## config.mk

```make
export PLATFORM = sky130hd
export DESIGN_NAME = reg_file
export DESIGN_NICKNAME = d
export VERILOG_FILES = /design/src/rtl/reg_file_pkg.sv /design/src/rtl/reg_file_register.sv /design/src/rtl/reg_file.sv
export SDC_FILE = /design/constraint.sdc
export NUM_CORES = 2
export LEC_CHECK = 0
export ABC_AREA = 0
export CAP_MARGIN = 5
export CORE_ASPECT_RATIO = 0.9
export CORE_MARGIN = 2
export CORE_UTILIZATION = 35
export DETAILED_ROUTE_END_ITERATION = 16
export SKIP_LAST_GASP = 1
export SLEW_MARGIN = 25
export SYNTH_ARGS = -nofsm -noshare
export SYNTH_HDL_FRONTEND = slang
export SYNTH_SLANG_ARGS = --single-unit
```

## constraint.sdc

```tcl
create_clock -name clk -period 132.2 [get_ports clk]
set_input_delay 39.66 -clock clk [delete_from_list [all_inputs] [get_ports clk]]
set_output_delay 39.66 -clock clk [all_outputs]
set_load 0.05 [all_outputs]
```

## src/rtl/reg_file_pkg.sv

```systemverilog
// Shared register-file constants used by decode, writeback and the register file itself.
package reg_file_pkg;

  localparam int REG_XLEN  = 32;  // data width of each architectural register
  localparam int REG_AW    = 5;   // register address width
  localparam int REG_NREGS = 32;  // number of architectural registers
  localparam int REG_ZERO  = 0;   // index of the hardwired-zero register

endpackage

```

## src/rtl/reg_file_register.sv

```systemverilog
// Load-enable storage register with asynchronous active-high clear.
module reg_file_register #(
  parameter int W = 32
) (
  input  logic         clk,
  input  logic         rst,
  input  logic         load,
  input  logic [W-1:0] d,
  output logic [W-1:0] q
);

  // Clear immediately on rst; otherwise capture d when load is asserted.
  always_ff @(posedge clk or posedge rst) begin
    if (rst) begin
      q <= '0;
    end else if (load) begin
      q <= d;
    end
  end

endmodule

```

## src/rtl/reg_file.sv

```systemverilog
// Integer register file x0..x(NREGS-1): one synchronous write port, two
// combinational read ports, x0 hardwired to zero, optional write-to-read bypass.
module reg_file
  import reg_file_pkg::*;
#(
  parameter int XLEN   = REG_XLEN,
  parameter int NREGS  = REG_NREGS,
  parameter int AW     = REG_AW,
  parameter int BYPASS = 1
) (
  input  logic            clk,
  input  logic            rst,
  input  logic [AW-1:0]   rs1_addr,
  input  logic [AW-1:0]   rs2_addr,
  input  logic [AW-1:0]   rd_addr,
  input  logic [XLEN-1:0] wr_data,
  input  logic            reg_write,
  output logic [XLEN-1:0] rs1_data,
  output logic [XLEN-1:0] rs2_data
);

  localparam logic [AW-1:0] ZERO_ADDR = AW'(REG_ZERO);

  logic [XLEN-1:0] entries [NREGS];
  logic [AW-1:0]   rs_addr [2];
  logic [XLEN-1:0] rs_data [2];

  // Entry 0 has no storage; it always reads as zero.
  assign entries[0] = '0;

  // One storage register per non-zero entry; its load is the decoded one-hot
  // write enable. The x0 term is implicit because gi starts at 1.
  generate
    for (genvar gi = 1; gi < NREGS; gi++) begin : g_entry
      reg_file_register #(
        .W(XLEN)
      ) u_register (
        .clk  (clk),
        .rst  (rst),
        .load (reg_write && (rd_addr == AW'(gi))),
        .d    (wr_data),
        .q    (entries[gi])
      );
    end
  endgenerate

  assign rs_addr[0] = rs1_addr;
  assign rs_addr[1] = rs2_addr;

  // Two identical read ports: array lookup, then bypass, then the
  // zero overrides (x0 and reset) which take precedence over everything.
  generate
    for (genvar gi = 0; gi < 2; gi++) begin : g_read
      logic [XLEN-1:0] port_data;

      // Combinational read with bypass and zero override.
      always_comb begin
        port_data = entries[rs_addr[gi]];
        if ((BYPASS != 0) && reg_write && (rd_addr != ZERO_ADDR) &&
            (rs_addr[gi] == rd_addr)) begin
          port_data = wr_data;
        end
        if (rst || (rs_addr[gi] == ZERO_ADDR)) begin
          port_data = '0;
        end
      end

      assign rs_data[gi] = port_data;
    end
  endgenerate

  assign rs1_data = rs_data[0];
  assign rs2_data = rs_data[1];

endmodule
```

# --- Yosys cells after proc, flatten, opt, wreduce, memory -nomap -nowiden ---
# Index checks and enable logic that the tools add are counted.
op_classes:
  n_eq_ne: 33
  n_bitwise: 2
  magnitude_cmp: 2
  n_mux: 10
  reduce_logical: 39
op_table:
  columns: ["cell", "n"]
  rows:
  - ["binary-select mux 32 bit (select 5 bit)", 2]
  - ["two-way mux 32 bit", 8]
  - ["== test 5 bit, second input constant", 16]
  - ["== test 5 x 4 -> 1 bit, second input constant", 8]
  - ["logical AND 1 bit", 34]
  - ["== test 5 x 3 -> 1 bit, second input constant", 4]
  - [">= comparator 6 bit, second input constant", 2]
  - ["inverter 5 -> 6 bit", 2]
  - ["== test 5 x 2 -> 1 bit, second input constant", 2]
  - ["== test 5 bit", 2]
  - ["logical NOT 5 bit", 2]
  - ["== test 5 x 1 -> 1 bit, second input constant", 1]
  - ["nonzero test 5 bit", 1]
  - ["logical OR 1 bit", 2]
word_totals:
  out_inout_bits: 64
  reg_bits: 992
  elab_cells: 117
  inputBits: 50

# --- Logic depth before layout (Yosys ltp) ---
depth:
  ltp_word: 6
  ltp_mapped: 9
  depth_no_buf: 5

# --- Modules after synthesis ---
# Synthesis repeated with hierarchy kept, for this count alone.
hier_totals:
  cells_unflattened: 3719
  area_unflattened_um2: 58860.2
modules_own_cells:
  columns: ["mod", "seq_area_each_um2", "cells_each", "area_per_inst_um2", "n_inst"]
  rows:
  - ["reg_file_register", 800.8, 69, 1348.8, 31]
  - ["reg_file", 0.0, 1580, 17047.6, 1]

# --- Worst setup path before layout ---
# Ideal clock, no wire load.
synth_path:
  path_type: "input to output"
  from: "in rst"
  to: "out rs1_data[10]"
  t_required_ns: 92.540
  slack_ns: 28.340
  path_buffers: 1
  path_stages: 5
  arrival_ns: 64.200
  cell_sequence: "inv_1 -> o41ai_2 -> nor4_2 -> clkbuf_1 -> a32o_1"
synth_between:
  elab_chain_len: 2
synth_lines:
  columns: ["item", "line_no", "text"]
  rows:
  - ["start, declared", "reg_file.sv:12", "input logic rst,"]
  - ["logical OR 1 bit", "reg_file.sv:63", "if (rst || (rs_addr[gi] == ZERO_ADDR)) begin"]
  - ["two-way mux 32 bit", "reg_file.sv:63", null]
  - ["end, declared", "reg_file.sv:18", "output logic [XLEN-1:0] rs1_data,"]
# No other way between the ends.

# --- Worst setup path in the final report ---
layout_path:
  from: "in rs2_addr[1]"
  to: "out rs2_data[4]"
layout_between:
  elab_chain_len: 6
  elab_cells_between_ends: 10
  classes_between: "1 x eq/ne; 5 x mux; 1 x bitwise; 3 x reduce/logical"
layout_lines:
  columns: ["item", "line_no", "text"]
  rows:
  - ["start, declared", "reg_file.sv:14", "input logic [AW-1:0] rs2_addr,"]
  - ["inverter 5 -> 6 bit (not written as such)", "reg_file.sv:58", "port_data = entries[rs_addr[gi]];"]
  - ["binary-select mux 32 bit (select 5 bit)", "reg_file.sv:58", null]
  - ["two-way mux 32 bit (not written as such) (2 in series)", "reg_file.sv:58", null]
  - ["two-way mux 32 bit", "reg_file.sv:59", "if ((BYPASS != 0) && reg_write && (rd_addr != ZERO_ADDR) &&"]
  - ["two-way mux 32 bit (*)", "reg_file.sv:63", null]
  - ["end, declared", "reg_file.sv:19", "output logic [XLEN-1:0] rs2_data"]
# Mark *: on every way between the ends. The rest lies on a longest branch, timed or not. The select of a mux whose other input is x is not followed.

==> impl_metrics.tcl <==
set metrics [dict create \
    vias 34800 \
    routed_via_density 6.11 \
    worst_pin_slew_ns 1.09 \
    top_register "g_entry.u_register.q" \
    largest_register_ffs 992 \
    cp_top_family "buffers and inverters" \
    maxCapViolCount 0 \
    clockPowerShare_pct 33.2 \
    synthSimpleGateAreaFrac_pct 2.26 \
    numCtsBuffers 105 \
    drtAntennaViolNets 0 \
    yosysTopAreaCellShare_pct 46.0 \
    clock_sinks 992 \
    cts_resized 0 \
    cp.required_ns 92.54 \
    worst_hold_slack_ns 0.516 \
    utilization_pct 39.4 \
    hold_viol_final 0 \
    yosys.cell_types.count 57 \
    synth_area_leaders "dfrtp_1 (46%), mux2_2 (22%), mux4_2 (17%)" \
    worst_path_largest_cell_delay_ns 0.83 \
    min_period_ns 84.03 \
    synthAdderAreaFrac_pct 0 \
    finalPower_mw 0.904 \
    cp_max_fo 85 \
    p_seq_share_pct 44.9 \
    cts_tree "yes" \
    seq_area_frac_synth_pct 46.0 \
    first_iter_violations 2904 \
    fillers 14000 \
    clock.fmax_ghz 0.0119 \
    clk_pin_slew_ns 0.06 \
    dieArea_um2 157000 \
    synthCells 3667 \
    hpwl_mm 103 \
    start_util_pct 35.3 \
    period_share_pct 63.6 \
    largestRegisters "g_entry.u_register.q (992)" \
    synth_ff_type "dfrtp_1" \
    cp_slowest_cell "clkdlybuf4s50_1" \
    power_density_nw_per_um2 15.0 \
    cts-root-buf "clkbuf_16" \
    setup_viol 0 \
    synth_nets 3717 \
    crit_chain "buf_8 -> buf_4 -> nor2b_4 -> buf_4 -> a221oi_1 -> a2111oi_0 -> a221o_1 -> clkdlybuf4s50_1" \
    die_h_um 377 \
    clockBufferDepth 3 \
    swShare_pct 28.2 \
    wire_per_inst_um 31.2 \
    synthMuxAreaShare_pct 42.5 \
    pwr-share-comb_pct 21.8 \
    critical_path_class "in -> out" \
    placed_cell_area_um2 56900 \
    outcome "finished clean" \
    grt_pass1_wl_mm 260 \
    skew_ns 0 \
    synth_xor_xnor_area_share_pct 0.162 \
    drv_slew 0 \
    syn_to_final_growth_pct 11.8 \
    fin_area_um2 60300 \
    core_um2 153000 \
    syn_area_per_cell_um2 14.7 \
    yosys_warnings 0 \
    track_usage_pct 22.4 \
    synth-edff-count 0 \
    htree_levels 3 \
    dr.pass1.iters 5 \
    slew_headroom_pct 26.8 \
    num_rows 136 \
    overflow 0 \
    die_x_um 418 \
    irDropWorstVdd_uv 10.3 \
    nets 3647 \
    p_int_mw 0.649 \
    drive_gt1_share_pct 49.8 \
    synth_top_family_by_area "multiplexers" \
    arrival_ns 44.37 \
    critPathBufInv 4 \
    io_buffers 113 \
    cp-start-kind "primary input" \
    synth-compound-area-share_pct 5.53 \
    postCtsHoldBufs 0 \
    rsz0062_at_grt "false" \
    cts_setup_buffers 0 \
    place_congestion 0.851 \
    grt_pass1_vias 35300 \
    synth_area_um2 54000 \
    synthArstFlopShare_pct 100 \
    fin_setup_tns_ns 0 \
    end_kind "primary output" \
    antenna_found_initial 6 \
    p_leak_nw 25.3 \
    clock_latency_ns 0.71 \
    drc_errors 0 \
    yosys.area.top_type "dfrtp_1" \
    num_io_pins 114 \
    ys_ff_latch 992 \
    wirelength_mm 177 \
    hold_path_class "reg -> reg" \
    p_sw_mw 0.255 \
    cp_common_cell "buf_4" \
    grt_start_max_net_pins 162 \
]
==> metal layers <==
metal	global-route usage, %	share of wire (%)	vias up
met1	30.3	42	19000
met2	35.3	47	1268
met4	10.7	4.8	0
met3	3.56	5.9	351
li1	-	-	14200
met5	0	0	-
==> synth_stat cells, drive strengths merged, types with 9 or more instances <==
| cell | number |
|---|---|
| mux2 | 1084 |
| dfrtp | 992 |
| mux4 | 417 |
| buf | 241 |
| clkbuf | 160 |
| mux2i | 133 |
| nor2 | 68 |
| a21oi | 66 |
| a221oi | 62 |
| nand2 | 59 |
| o21ai | 42 |
| nor2b | 39 |
| o22ai | 35 |
| a22oi | 29 |
| a32o | 29 |
| a221o | 27 |
| a2111oi | 17 |
| a211oi | 17 |
| a22o | 16 |
| nand3 | 15 |
| nand3b | 12 |
| nor3 | 12 |
| o221ai | 11 |
| nand2b | 10 |
| xnor2 | 9 |
==> cells in the final DEF (no fill, tap or decap), drive strengths merged, types with 39 or more instances in the layout <==
cell type,Yosys,routed
mux4,417,417
buf,241,126
dfrtp,992,992
o21ai,42,42
a221oi,62,62
mux2,1084,1084
clkbuf,160,167
mux2i,133,133
nor2b,39,39
a21oi,66,66
clkdlybuf4s50,0,97
nor2,68,68
nand2,59,59
==> per-stage QoR <==
stage                     instances  worst slack, ns
after CTS                      5682            48.19
after global placement         5488            48.32
after global routing           5687            48.13
final                          5687            48.17
after detailed placement       5490            48.25
after floorplan                3667            28.34
==> path summary, 6_finish.rpt <==
path / end / slack, ns / depth (start not counted) / start
min in group asynchronous: g_entry[2].u_register.q[29] / 39.63 / 2 / rst
max: rs2_data[4] / 48.17 / 8 / rs2_addr[1]
max in group asynchronous: g_entry[9].u_register.q[10] / 88.64 / 6 / rst
min reg2reg: g_entry[16].u_register.q[10] / 0.52 / 1 / g_entry[16].u_register.q[10]
min: g_entry[16].u_register.q[10] / 0.52 / 1 / g_entry[16].u_register.q[10]
max reg2reg: g_entry[28].u_register.q[18] / 131.39 / 1 / g_entry[28].u_register.q[18]
==> power groups by stage <==
stage / combinational [mW] / clock (mW) / sequential (mW)
after floorplan: 0.155 / 0 / 0.397
after global placement: 0.193 / 0 / 0.408
after detailed placement: 0.197 / 0 / 0.410
after CTS: 0.197 / 0.306 / 0.405
after global routing: 0.209 / 0.317 / 0.414
final: 0.197 / 0.301 / 0.406
==> logic make-up after synthesis <==
family          Yosys count
mux                    1634
flops                   992
buf+inv                 405
compound gates          385
simple gates            241
xor+xnor                 10
==> cell type report <==
type | instances | area (um^2) | area share, %
clock buffer | 166 | 3210 | 5.33
antenna | 4 | 10.0 | 0.0166
tap | 2001 | 2500 | 4.15
clock inverter | 26 | 239 | 0.396
timing repair buffer | 224 | 2040 | 3.38
multi-input combinational | 2270 | 27500 | 45.5
inverter | 4 | 22.5 | 0.0373
sequential | 992 | 24800 | 41.1
(Power assumes the default switching activity.)
